`config.mk`:
```
export PLATFORM = sky130hd
export DESIGN_NAME = alu_seq
export DESIGN_NICKNAME = d
export VERILOG_FILES = /design/src/rtl/alu_seq.sv
export SDC_FILE = /design/constraint.sdc
export NUM_CORES = 1
export LEC_CHECK = 0
export ABC_AREA = 1
export CORE_MARGIN = 4
export CORE_UTILIZATION = 63
export CTS_CLUSTER_SIZE = 16
export DETAILED_ROUTE_END_ITERATION = 10
export GPL_TIMING_DRIVEN = 1
export PLACE_DENSITY_LB_ADDON = 0.15
export SLEW_MARGIN = 0
export SYNTH_ARGS = -nofsm -noshare
export SYNTH_HDL_FRONTEND = slang
export SYNTH_SLANG_ARGS = --single-unit
```
`constraint.sdc`:
```
create_clock -name clk -period 9.1 [get_ports clk]
set_clock_uncertainty 0.15 [all_clocks]
set_input_delay 2.73 -clock clk [delete_from_list [all_inputs] [get_ports clk]]
set_output_delay 2.73 -clock clk [all_outputs]
set_load 0.05 [all_outputs]
```
`src/rtl/alu_seq.sv`:
```
// alu_seq: handshaked eight-opcode ALU; MUL is a WIDTH-cycle shift-add multiplier.
// Optional {N,V,C,Z} flags output is built only when ALU_SEQ_FLAGS_EN is defined.
module alu_seq #(
  parameter int WIDTH = 8
) (
  input  logic             clk,
  input  logic             rst_n,
  input  logic             in_valid,
  output logic             in_ready,
  input  logic [WIDTH-1:0] a,
  input  logic [WIDTH-1:0] b,
  input  logic [2:0]       alu_ctrl,
  output logic             out_valid,
  input  logic             out_ready,
  output logic [WIDTH-1:0] res,
  output logic [WIDTH-1:0] res_hi,
`ifdef ALU_SEQ_FLAGS_EN
  output logic [3:0]       flags,
`endif
  output logic [1:0]       dbg_state
);
  // Handshake: a transfer occurs on a rising edge where valid && ready are both 1;
  // valid never depends on ready, and out_valid/res stay stable until taken.

  localparam int SW = (WIDTH > 1) ? $clog2(WIDTH) : 1;

  typedef enum logic [1:0] {
    IDLE = 2'd0,
    BUSY = 2'd1,
    DONE = 2'd2
  } state_t;

  state_t             state, state_nx;
  logic [SW-1:0]      sh;
  logic [SW-1:0]      cnt;
  logic [WIDTH-1:0]   alu_res;
  logic [WIDTH-1:0]   mplier;
  logic [2*WIDTH-1:0] mcand, acc, acc_nx;
  logic               accept, is_mul, mul_last;

  assign sh        = b[SW-1:0];
  assign in_ready  = (state == IDLE);
  assign out_valid = (state == DONE);
  assign accept    = in_valid && in_ready;
  assign is_mul    = (alu_ctrl == 3'b111);
  assign mul_last  = (cnt == SW'(WIDTH - 1));
  assign dbg_state = state;

  always_ff @(posedge clk) begin
    if (!rst_n) state <= IDLE;
    else        state <= state_nx;
  end

  always_comb begin
    state_nx = state;
    case (state)
      IDLE:    if (accept) state_nx = is_mul ? BUSY : DONE;
      BUSY:    if (mul_last) state_nx = DONE;
      DONE:    if (out_ready) state_nx = IDLE;
      default: state_nx = IDLE;
    endcase
  end

  always_comb begin
    alu_res = '0;
    case (alu_ctrl)
      3'b000:  alu_res = a + b;
      3'b001:  alu_res = a - b;
      3'b010:  alu_res = a & b;
      3'b011:  alu_res = a | b;
      3'b100:  alu_res = a ^ b;
      3'b101:  alu_res = a << sh;
      3'b110:  alu_res = a >> sh;
      default: alu_res = '0;
    endcase
  end

  // One multiplier bit per BUSY cycle: add the shifted multiplicand when the bit is set.
  assign acc_nx = mplier[0] ? (acc + mcand) : acc;

`ifdef ALU_SEQ_FLAGS_EN
  logic       alu_c, alu_v;
  logic [3:0] alu_flags, mul_flags;

  always_comb begin
    alu_c = 1'b0;
    alu_v = 1'b0;
    case (alu_ctrl)
      3'b000: begin
        alu_c = (alu_res < a);
        alu_v = (a[WIDTH-1] == b[WIDTH-1]) && (alu_res[WIDTH-1] != a[WIDTH-1]);
      end
      3'b001: begin
        alu_c = (a < b);
        alu_v = (a[WIDTH-1] != b[WIDTH-1]) && (alu_res[WIDTH-1] != a[WIDTH-1]);
      end
      // Last bit shifted out; a zero shift shifts nothing out.
      3'b101:  alu_c = (sh != '0) && (((a >> (WIDTH - int'(sh))) & WIDTH'(1)) != '0);
      3'b110:  alu_c = (sh != '0) && (((a >> (int'(sh) - 1)) & WIDTH'(1)) != '0);
      default: ;
    endcase
    alu_flags = {alu_res[WIDTH-1], alu_v, alu_c, (alu_res == '0)};
    mul_flags = {acc_nx[WIDTH-1], 1'b0, (acc_nx[2*WIDTH-1:WIDTH] != '0), (acc_nx == '0)};
  end
`endif

  always_ff @(posedge clk) begin
    if (!rst_n) begin
      res    <= '0;
      res_hi <= '0;
      mcand  <= '0;
      mplier <= '0;
      acc    <= '0;
      cnt    <= '0;
`ifdef ALU_SEQ_FLAGS_EN
      flags  <= '0;
`endif
    end else begin
      case (state)
        IDLE: begin
          if (accept) begin
            if (is_mul) begin
              mcand  <= {{WIDTH{1'b0}}, a};
              mplier <= b;
              acc    <= '0;
              cnt    <= '0;
            end else begin
              res    <= alu_res;
              res_hi <= '0;
`ifdef ALU_SEQ_FLAGS_EN
              flags  <= alu_flags;
`endif
            end
          end
        end
        BUSY: begin
          acc    <= acc_nx;
          mcand  <= mcand << 1;
          mplier <= mplier >> 1;
          cnt    <= cnt + SW'(1);
          if (mul_last) begin
            res    <= acc_nx[WIDTH-1:0];
            res_hi <= acc_nx[2*WIDTH-1:WIDTH];
`ifdef ALU_SEQ_FLAGS_EN
            flags  <= mul_flags;
`endif
          end
        end
        default: ;
      endcase
    end
  end

endmodule

```
==> results.yml <==
clocking:
  cts_made_buffers: 9
  clock_latency_ps: 350
  postCtsSetupRepairBufs: 0
  htreeDepth: 3
  cts_buffer_depth: 2
  cts_root_buf: "clkbuf_8"
  cts_resized: 0
  clock_sinks: 61
  cts_tree: "done"
  holdBufCountCts: 0
  clk_pin_slew_ps: 80
worst_setup_path:
  crit_chain: "clkdlybuf4s50_1, inv_2, ha_1, inv_1, nor3_1, inv_1, o31ai_1, xor2_1, ha_1, a21o_1, nor2_1, nand2_1, nand3_1, nand3_1, nand2_1, nand2_1, a21oi_1"
  worstSetupPathType: "in -> reg"
  r2r_slack_ps: 6070
  rr_worst_depth: 8
  worst-path-max-fanout: 20
  cp_data_required_time_ps: 9220
  critPathMaxStageDelay_ps: 670
  timing.rr.start: "dbg_state[0]$_SDFFE_PN0P_"
  cp_num_buf_inv: 4
  arrival_ps: 5740
  endpoint_kind: "register"
  crit_family: "buffers and inverters"
  r2r_end: "res[3]$_SDFFE_PN0P_"
  critPathLaunchType: "input port"
  crit_slowest_cell: "clkdlybuf4s50_1"
  cpMostUsedCell: "nand2_1"
detailed_routing:
  dr_total_vias: 5275
  drt_iter0_markers: 535
  drt-pass1-iter-count: 5
  drc: 0
  wl_per_cell_um: 16.3
  antenna_left: 0
  wl_mm: 14.4
  routed_via_density: 5.96
sta:
  setup_violations: 0
  rsz0062_at_grt: "false"
  slew_viol_final: 0
  fmax_ghz: 0.178
  hold_violations: 0
  slew_headroom: 0.241
  worstMarginPinSlew_ps: 1140
  fin_crit_sh: 0.618
  fin_crit_ps: 5620
  tns_ps: 0
die:
  die_y_um: 95.0
  coreArea_mm2: 0.00729
  die_w_um: 95.0
  die_area_mm2: 0.00903
  io_pins: 43
  start_util: 0.654
  rows: 31
power:
  power.density_mw_per_mm2: 139
  peakVddDrop_uv: 99.6
  p_leak_uw: 0.00243
  total_power_uw: 752
final_layout:
  drive_gt1_frac: 0.0445
  antennaDiodeCount: 0
  final_cell_mix: "208 x nand2_1, 77 x a21oi_1, 71 x inv_1"
  finalInstanceArea_mm2: 0.00540
  num-fill-cells: 570
  final_common_cell: "nand2_1"
  syn_to_final_growth_pct: 13.1
  nets: 848
logic_synthesis:
  synth_seq_cells: 61
  yosysSeqAreaShare: 0.256
  yosysUniqueCellTypes: 39
  syn_inst: 755
  yosysWarnings: 0
  synth.net_count: 822
  synth_top_family_by_area: "simple AND/OR/NAND/NOR gates"
  syn_area_per_cell_um2: 6.32
  synth.area.mux_share: 0.00420
  synthSimpleGateAreaFrac: 0.313
  synthesis.area_mm2: 0.00477
  synth_xor_area_frac: 0.0184
  synth_compound_area_frac: 0.198
  synthAdderAreaFrac: 0.119
worst_hold_path:
  min_from: "cnt[1]$_SDFFE_PN0P_"
  hp-class: "reg -> reg"
  holdPathStages: 2
  min_to: "cnt[1]$_SDFFE_PN0P_"
place:
  placed_area_mm2: 0.00518
  gp_congestion: 0.994
  dp.final_hpwl_mm: 10.5
  io_buffers: 42
global_route:
  overflow: 0
  grt_pass1_wl_mm: 23.7
  grt_pass1_vias: 4892
  grt_max_degree: 38
  grt_usage: 0.335
  antenna_found_initial: 0
run:
  cap_violations: 0
outcome:
  run_status: "completed"
==> flip-flops by register name, summed over array words and instances, names as in the netlist <==
| name | count |
|---|---|
| mplier | 8 |
| cnt | 3 |
| dbg_state | 2 |
| res | 8 |
| mcand | 16 |
| res_hi | 8 |
| acc | 16 |
==> Yosys cell counts (all sizes together) <==
master | count | share of area
o22ai | 1 | 0.0013
or2 | 10 | 0.013
o21bai | 3 | 0.0047
xnor2 | 3 | 0.0055
o21a | 3 | 0.0047
mux2i | 2 | 0.0042
o211a | 1 | 0.0021
a31oi | 15 | 0.020
inv | 79 | 0.062
nor3 | 7 | 0.0094
nand3 | 50 | 0.055
o21ai | 64 | 0.067
clkbuf | 13 | 0.010
a221oi | 1 | 0.0018
xor2 | 7 | 0.013
fa | 2 | 0.0084
buf | 15 | 0.019
a21o | 1 | 0.0016
nor4 | 1 | 0.0013
ha | 42 | 0.11
and2 | 2 | 0.0026
dfxtp | 61 | 0.26
o31ai | 2 | 0.0031
a21oi | 77 | 0.081
nand3b | 1 | 0.0016
nor2 | 70 | 0.057
nand2 | 208 | 0.16
o211ai | 7 | 0.011
nand4 | 6 | 0.0079
nor3b | 1 | 0.0016
==> worst register-to-register path, stage by stage, from the launching register on <==
cell,delay (ps)
dfxtp_1,430
inv_2,90
nor2_4,600
inv_2,500
or2_1,400
nand3_4,190
inv_2,230
o21ai_0,240
a21oi_1,80
==> worst max-delay path by stage <==
| stage | from | to | slack (ps) | cells after the start |
|---|---|---|---|---|
| floorplan | b[1] | res[7]$_SDFFE_PN0P_ | 4180 | 17 |
| global placement | b[1] | res[7]$_SDFFE_PN0P_ | 3230 | 17 |
| detailed placement | b[1] | res[7]$_SDFFE_PN0P_ | 3140 | 17 |
| CTS | b[1] | res[7]$_SDFFE_PN0P_ | 3500 | 17 |
| global route | b[0] | res[5]$_SDFFE_PN0P_ | 3160 | 17 |
| finish | b[1] | res[7]$_SDFFE_PN0P_ | 3480 | 17 |
==> layout make-up <==
cell class                 count  area (um^2)  area share
clock buffer                  10          128      0.0237
clock inverter                 6         87.6      0.0162
inverter                      79          297      0.0550
multi-input combinational    587         3110       0.577
sequential                    61         1220       0.226
tap                           99          124      0.0230
timing repair buffer          43          428      0.0793
==> logic make-up (layout without fill, tap and decap cells) <==
kind of cell / count (synthesis) / count (layout)
AND/OR/NAND/NOR: 356 / 356
adder cells (fa/ha/maj): 44 / 44
multiplexers: 2 / 2
flip-flops: 61 / 61
AO/OA/AOI/OAI: 175 / 175
buffers and inverters: 107 / 138
XOR/XNOR: 10 / 10
==> power breakdown <==
group / switching, uW / total [uW] / internal (uW)
logic: 128 / 193 / 64.4
registers: 11.6 / 291 / 279
clock network: 114 / 269 / 154
total: 254 / 752 / 498
==> stage by stage <==
step	util	std cells	hold slack (ps)	worst slack (ps)
5_1_grt	0.740	885	350	3160
4_1_cts	0.740	885	323	3500
3_3_place_gp	0.710	869	303	3230
6_report	0.740	885	322	3480
3_5_place_dp	0.710	869	311	3140
2_1_floorplan	-	755	293	4180
==> metal layers <==
layer / GRT usage / up-vias / wire [um]
met3: 0.0592 / 43 / 1370
met5: 0 / - / 0
li1: - / 2549 / -
met1: 0.464 / 2386 / 6330
met4: 0.119 / 0 / 370
met2: 0.525 / 297 / 6360
Note: power is estimated with default switching activity, not from simulation.
